==> src/rtl/ivar_loop_sequencer.sv <==
// ivar_loop_sequencer: walks a signed 2-D (i,j) iteration domain in row-major order
// and presents each point on a valid/ready handshake.
module ivar_loop_sequencer #(
  parameter int ITERATION_VARIABLE_WIDTH = 16
) (
  input  logic                                        clk,
  input  logic                                        reset_n,
  input  logic                                        cfg_load,
  input  logic signed [ITERATION_VARIABLE_WIDTH-1:0]  cfg_i_min,
  input  logic signed [ITERATION_VARIABLE_WIDTH-1:0]  cfg_i_max,
  input  logic signed [ITERATION_VARIABLE_WIDTH-1:0]  cfg_j_min,
  input  logic signed [ITERATION_VARIABLE_WIDTH-1:0]  cfg_j_max,
  input  logic        [ITERATION_VARIABLE_WIDTH-1:0]  cfg_j_step,
  input  logic                                        start,
  input  logic                                        abort,
  output logic signed [ITERATION_VARIABLE_WIDTH-1:0]  ivar_i,
  output logic signed [ITERATION_VARIABLE_WIDTH-1:0]  ivar_j,
  output logic                                        ivar_valid,
  input  logic                                        ivar_ready,
  output logic                                        ivar_last,
  output logic                                        busy,
  output logic                                        done,
  output logic                                        cfg_err
);
  localparam int W = ITERATION_VARIABLE_WIDTH;
  typedef enum logic [1:0] {IDLE, RUN, DONE} state_e;
  state_e state_q;
  logic signed [W-1:0] i_min_q, i_max_q, j_min_q, j_max_q, i_q, j_q;
  logic [W-1:0] step_q, step_eff;
  logic signed [W:0] j_sum;
  logic done_q, err_q, row_end, empty;
  assign step_eff = (step_q == '0) ? {{(W-1){1'b0}}, 1'b1} : step_q;
  // One extra bit keeps j+step from wrapping, so a huge stride simply ends the row.
  assign j_sum = {j_q[W-1], j_q} + $signed({1'b0, step_eff});
  assign row_end = j_sum > $signed({j_max_q[W-1], j_max_q});
  assign empty = (i_min_q > i_max_q) || (j_min_q > j_max_q);
  assign ivar_valid = state_q == RUN;
  assign busy = state_q == RUN;
  assign ivar_last = ivar_valid && (i_q == i_max_q) && row_end;
  assign ivar_i = i_q;
  assign ivar_j = j_q;
  assign done = done_q;
  assign cfg_err = err_q;
  always_ff @(posedge clk) begin : seq
    if (!reset_n) begin
      state_q <= IDLE;
      i_min_q <= '0;
      i_max_q <= '0;
      j_min_q <= '0;
      j_max_q <= '0;
      step_q  <= '0;
      i_q     <= '0;
      j_q     <= '0;
      done_q  <= 1'b0;
      err_q   <= 1'b0;
    end else begin
      done_q <= 1'b0;
      case (state_q)
        IDLE: begin
          if (cfg_load) begin
            i_min_q <= cfg_i_min;
            i_max_q <= cfg_i_max;
            j_min_q <= cfg_j_min;
            j_max_q <= cfg_j_max;
            step_q  <= cfg_j_step;
            err_q   <= 1'b0;
          end
          if (start && empty) begin
            state_q <= DONE;
            done_q  <= 1'b1;
            err_q   <= 1'b1;
          end else if (start) begin
            state_q <= RUN;
            i_q     <= i_min_q;
            j_q     <= j_min_q;
          end
        end
        RUN: begin
          // Completion is caught before any increment, so i never passes i_max.
          if (abort) state_q <= IDLE;
          else if (ivar_ready && ivar_last) begin
            state_q <= DONE;
            done_q  <= 1'b1;
          end else if (ivar_ready && row_end) begin
            j_q <= j_min_q;
            i_q <= i_q + 1'b1;
          end else if (ivar_ready) j_q <= j_sum[W-1:0];
        end
        default: state_q <= IDLE;
      endcase
    end
  end
endmodule

==> config.mk <==
export PLATFORM = sky130hd
export DESIGN_NAME = ivar_loop_sequencer
export DESIGN_NICKNAME = d
export VERILOG_FILES = /design/src/rtl/ivar_loop_sequencer.sv
export SDC_FILE = /design/constraint.sdc
export NUM_CORES = 1
export LEC_CHECK = 0
export BUFFER_PORTS_ARGS = -buffer_cell sky130_fd_sc_hd__buf_4
export CAP_MARGIN = 20
export CORE_MARGIN = 2
export CORE_UTILIZATION = 55
export CTS_CLUSTER_SIZE = 30
export DETAILED_ROUTE_END_ITERATION = 10
export GPL_TIMING_DRIVEN = 0
export MAX_ROUTING_LAYER = met4
export PLACE_DENSITY = 0.89
export SLEW_MARGIN = 30
export SYNTH_ARGS = -nofsm -noshare
export SYNTH_HDL_FRONTEND = slang
export SYNTH_SLANG_ARGS = --single-unit
==> constraint.sdc <==
create_clock -name clk -period 5.7 [get_ports clk]
set_input_delay 0.285 -clock clk [delete_from_list [all_inputs] [get_ports clk]]
set_output_delay 0.285 -clock clk [all_outputs]
set_load 0.03 [all_outputs]
-- Word level (Yosys, flattened, before mapping)
Cells that the tools add are included.
- add/sub/neg operators: 2
- $mul: 0
- div/mod/pow operators: 0
- $lt $le $gt $ge: 3
- equality and inequality tests: 10
- shift-type cells: 0
- multiplexer cells: 25
- bitwise gates (word level): 0
- reductions and logical operators: 15
- operators with widths (operator ; count):
    2-to-1 mux 16 bit ; 12
    case mux 16 bit (2 select lines) ; 2
    > comparator 16 bit ; 2
    adder 17 x 16 -> 17 bit ; 1
    > comparator 17 x 16 -> 1 bit ; 1
    adder 16 x 1 -> 16 bit (second input constant) ; 1
    == test 16 bit ; 1
    zero test 16 bit ; 1
    AND reduction 6 bit ; 2
    2-to-1 mux 2 bit ; 4
    inequality test 2 bit (second input constant) ; 4
    AND reduction 2 bit ; 3
    logical AND 1 bit ; 5
    2-to-1 mux 1 bit ; 5
    case mux 2 bit (2 select lines) ; 1
    nonzero test 2 bit ; 2
    inequality test 3 x 1 -> 1 bit (second input constant) ; 1
    inequality test 3 x 2 -> 1 bit (second input constant) ; 1
    inequality test 3 bit (second input constant) ; 1
    == test 2 x 1 -> 1 bit (second input constant) ; 1
    zero test 2 bit ; 1
    inequality test 2 x 1 -> 1 bit (second input constant) ; 1
    case mux 1 bit (2 select lines) ; 1
    logical OR 1 bit ; 1
- register bits after elaboration: 116
- bits in latches: 0
- bits in writable memories: 0
- memory bits (read-only): 0
- output and inout bits: 37
- word-level logic and storage cells: 65
- memories kept: 0

-- Logic depth before layout (Yosys ltp)
- word-level depth: 9
- mapped depth: 24
- mapped depth without buffers: 22

-- Least setup slack after synthesis
OpenSTA, ideal clock, no wires.
- path kind: register -> register
- start point: register step_q[12]
- end point: register j_q[2] (netlist: ivar_j[2])
- setup time: 128 ps
- arrival: 4834 ps
- path slack: 739 ps
- cell stages (with the launch flop): 23
- buffers on the path: 1
- clock period less this slack: 4961 ps
- path through: dfxtp_1 nor3_1 a41o_1 ha_1 fa_1 a211o_1 a2111oi_2 o31a_1 a21oi_1 and2_1 o21a_1 o31a_1 ha_1 a21o_1 a211oi_2 o211ai_1 a31o_1 or2_1 buf_6 a21oi_4 mux2_2 mux2i_1 nor2_1
- cells in the longest elaborated chain, start to end: 9
- elaborated cells between the ends (all ways): 15
- ends and longest elaborated chain (element ; RTL line ; source):
    start: declaration ; 29 ; logic [W-1:0] step_q, step_eff;
    start signal: assignment ; 65 ; step_q <= cfg_j_step;
    zero test 16 bit ; 32 ; assign step_eff = (step_q == '0) ? {{(W-1){1'b0}}, 1'b1} : step_q;
    2-to-1 mux 16 bit (*) ; 32 ;
    adder 17 x 16 -> 17 bit (*) ; 34 ; assign j_sum = {j_q[W-1], j_q} + $signed({1'b0, step_eff});
    > comparator 17 x 16 -> 1 bit ; 35 ; assign row_end = j_sum > $signed({j_max_q[W-1], j_max_q});
    logical AND 1 bit ; 84 ; end else if (ivar_ready && row_end) begin
    2-to-1 mux 16 bit ; 84 ;
    2-to-1 mux 16 bit ; 81 ; else if (ivar_ready && ivar_last) begin
    2-to-1 mux 16 bit ; 80 ; if (abort) state_q <= IDLE;
    case mux 16 bit (2 select lines) ; 58 ; case (state_q)
    end signal: assignment ; 75 ; j_q <= j_min_q;
    end signal: assignment ; 85 ; j_q <= j_min_q;
    end signal: assignment ; 87 ; end else if (ivar_ready) j_q <= j_sum[W-1:0];
    end: declaration ; 28 ; logic signed [W-1:0] i_min_q, i_max_q, j_min_q, j_max_q, i_q, j_q;
Every way passes the cells marked *; elsewhere a longest branch is shown, timed or not. The select of a mux whose other input is x is not followed.
A chain may end at the register's enable or synchronous reset.

-- Worst setup path after layout
- start point: register step_q[13]
- end point: register i_q[2] (netlist: ivar_i[2])
- cells in the longest elaborated chain, start to end: 8
- elaborated cells between the ends (all ways): 10
- ends and longest elaborated chain (element ; RTL line ; source):
    zero test 16 bit ; 32 ;
    2-to-1 mux 16 bit (*) ; 32 ;
    adder 17 x 16 -> 17 bit (*) ; 34 ;
    > comparator 17 x 16 -> 1 bit (*) ; 35 ;
    logical AND 1 bit ; 39 ; assign ivar_last = ivar_valid && (i_q == i_max_q) && row_end;
    logical AND 1 bit ; 81 ;
    inequality test 2 bit (no source line) ; - ;
    AND reduction 6 bit (no source line) (*) ; - ;
    end signal: assignment ; 74 ; i_q <= i_min_q;
    end signal: assignment ; 86 ; i_q <= i_q + 1'b1;
    end: declaration ; 28 ;
Every way passes the cells marked *; elsewhere a longest branch is shown, timed or not.

==> run_results.csv <==
group,metric,value,unit
worst_setup_path,rr_startpoint,"step_q[13]",
clock_tree,cts_max_level,4,
sta,finalSetupViolCount,0,
sta,slew_violations,0,
layout,stdcell_count,1197,
floorplan,core_area,12100,um^2
synth,synth_cell_types,62,
sta,clock-skew-final,7.52,ps
layout,fin_nets,1169,
floorplan,die_y,116,um
placed_design,gp_congestion,0.975,
synth,yosys_warnings,0,
global_routing,grt.total_usage,32.7,%
worst_setup_path,crit_start,"step_q[13]",
sta,holdWs,102,ps
global_routing,grt_pass1_wl,33000,um
sta,slew_headroom,41.4,%
job,cap_violations,0,
worst_setup_path,crit_type,"reg -> reg",
global_routing,grt_pass1_vias,6671,
layout,antenna_cells,0,
worst_setup_path,cp_max_fo,9,
power_and_ir_drop,finalPower,4.47,mW
route,drt_iter0_markers,801,
clock_tree,cts_tree,"yes",
route,routed_via_density,5.88,
worst_setup_path,cp_slowest_stage_delay,390,ps
layout,postLayoutCellArea,8640,um^2
worst_setup_path,worst_setup_path_start_kind,"register",
layout,final_cell_mix,"nand2_1, buf_4, a21oi_1",
placed_design,place_hpwl,14900,um
placed_design,dp_slack,256,ps
status,status,"finished clean",
clock_tree,numCtsBuffers,17,
route,routed_wl,20700,um
power_and_ir_drop,power_density,518,nW/um^2
worst_setup_path,timing.critical_path.slowest_stage_cell,"a211o_1",
sta,fin_ws,234,ps
clock_tree,cts.sinks,116,
layout,drive_above_1_share,18.1,%
placed_design,portBuffers,122,
clock_tree,root_buffer,"clkbuf_16",
synth,synth_seq_cells,116,
sta,timing.final.hold_violations,0,
synth,synth_area,6860,um^2
global_routing,antenna_found_initial,0,
worst_setup_path,path_cells,"nor3_1 > a41o_1 > ha_1 > fa_2 > a211o_1 > a2111oi_4 > o31a_1 > a21oi_1 > and2_1 > o21a_1 > o31a_1 > ha_1 > a21o_1 > a211oi_2 > o211ai_1 > a31o_1 > o211ai_1 > and3b_2 > and3_1 > buf_2 > mux2i_1 > o32ai_1",
route,detail_route.first_pass.iterations,7,
worst_setup_path,worstPathRequired,5980,ps
floorplan,initial_core_util,56.6,%
layout,fillers,953,
sta,tns,0,ps
clock_tree,clkSlewWorstSetupHoldPaths,60,ps
sta,finalCritPeriodShare,95.9,%
placed_design,dpl.cell_count,1162,
clock_tree,insertion_delay,430,ps
route,vias,7042,
worst_setup_path,critPathArrivalTime,5740,ps
global_routing,grt_start_max_net_pins,17,
floorplan,ioPinCount,123,
min_path,hold_class,"in -> reg",
min_path,hp-start,"cfg_i_max[3]",
sta,min_period,5470,ps
synth,syn_area_per_cell,7.87,um^2
layout,final_util,71.3,%
layout,syn_to_final_growth,26.0,%
layout,final_common_cell,"nand2_1",
synth,synth_edf_count,0,
synth,synth.net_count,1025,
route,drc,0,
floorplan,fp.dieW,116,um
power_and_ir_drop,ir_worst_vdd,0.297,mV
sta,tightest_slew,878,ps
floorplan,num_rows,40,
worst_setup_path,cp-end-kind,"register",
route,wl_per_cell,17.3,um
route,antenna_left,0,
floorplan,die-area,13400,um^2
synth,synthArstFlopShare,0,%
synth,seq_area_frac_synth,33.9,%
global_routing,grt-ovfl-total,0,
synth,synth_ff_type,"dfxtp_1",
synth,synth_cells,872,
placed_design,place_area,7990,um^2
sta,fmax,183,MHz
clock_tree,clk_path_buf_depth,2,
power_and_ir_drop,p_leak,3.79,nW
critical path, delay by kind of cell (launching register included):
family / cells / cell delay [ps]
AO/OA/AOI/OAI: 13 / 2810
buffers and inverters: 1 / 260
AND/OR/NAND/NOR: 4 / 700
multiplexers: 1 / 260
flip-flops: 1 / 370
adder cells (fa/ha/maj): 3 / 900
cell type report:
class                           instances  area, um^2  area share, %
Buffer                                 58         267           3.08
Clock buffer                           18         439           5.08
Clock inverter                         14         176           2.04
Inverter                               41         154           1.78
Multi-Input combinational cell        657        4130           47.8
Sequential cell                       116        2320           26.9
Tap cell                              168         210           2.43
Timing Repair Buffer                  125         938           10.9
report_power, final:
group	internal [mW]	switching, mW
clock	0.702	0.411
sequential	0.989	0.183
combinational	0.869	1.32
total	2.56	1.91
final timing paths:
path	endpoint	slack (ps)	cells after the start
worst max register to register	ivar_i[2]	230	22
worst min-delay path	i_max_q[3]	100	3
worst max-delay path	ivar_i[2]	230	22
worst min register to register	j_max_q[7]	460	2
metal layers:
| metal | GRT usage (%) | up-vias | share of wire [%] |
|---|---|---|---|
| met4 | 13.4 | 0 | 3.1 |
| met5 | - | - | 0 |
| met3 | 6.49 | 62 | 10 |
| met1 | 42.3 | 3267 | 42 |
| li1 | - | 3325 | - |
| met2 | 50.2 | 388 | 45 |
state kept, by name, summed over array words and instances (netlist names):
register	cells
i_max_q	16
i_min_q	16
ivar_i	16
ivar_j	16
j_max_q	16
j_min_q	16
step_q	16
state_q	2
cfg_err	1
done	1
cell families after synthesis:
family | after synthesis | share of synthesized area (%)
simple gates | 308 | 19.9
compound gates | 233 | 21.2
flops | 116 | 33.9
buf+inv | 99 | 6.13
fa+ha+maj | 67 | 12.3
xor+xnor | 28 | 3.57
mux | 21 | 3.08
cell usage after synthesis, types with 4 or more instances:
library cell,number,area share (%)
clkbuf_1,48,2.6
a21o_1,12,1.3
and2_1,5,0.46
o211ai_1,5,0.55
nand4_1,6,0.55
and3_1,13,1.2
ha_1,66,12
nor2b_1,6,0.55
nor2_1,34,1.9
nor4_1,9,0.82
mux2i_1,20,2.9
a211oi_1,10,1.1
nand2b_1,8,0.73
o21a_1,9,0.98
a211oi_2,6,1.1
o31ai_1,7,0.77
a31oi_1,5,0.46
nand3_1,18,1.3
a21oi_1,125,9.1
xor2_1,19,2.4
nor3_1,9,0.66
o21ai_0,21,1.5
inv_1,41,2.2
o22ai_1,5,0.46
xnor2_1,9,1.1
nand2_1,188,10
buf_2,5,0.36
a22oi_1,4,0.44
dfxtp_1,116,34
what timing repair did:
item / CTS / global route
setup endpoints to repair: 0 / 27
gates resized for setup: 0 / 3
buffers inserted: 0 / 3
hold buffers: 0 / 0
No activity file was read; power rests on OpenSTA's default activity.
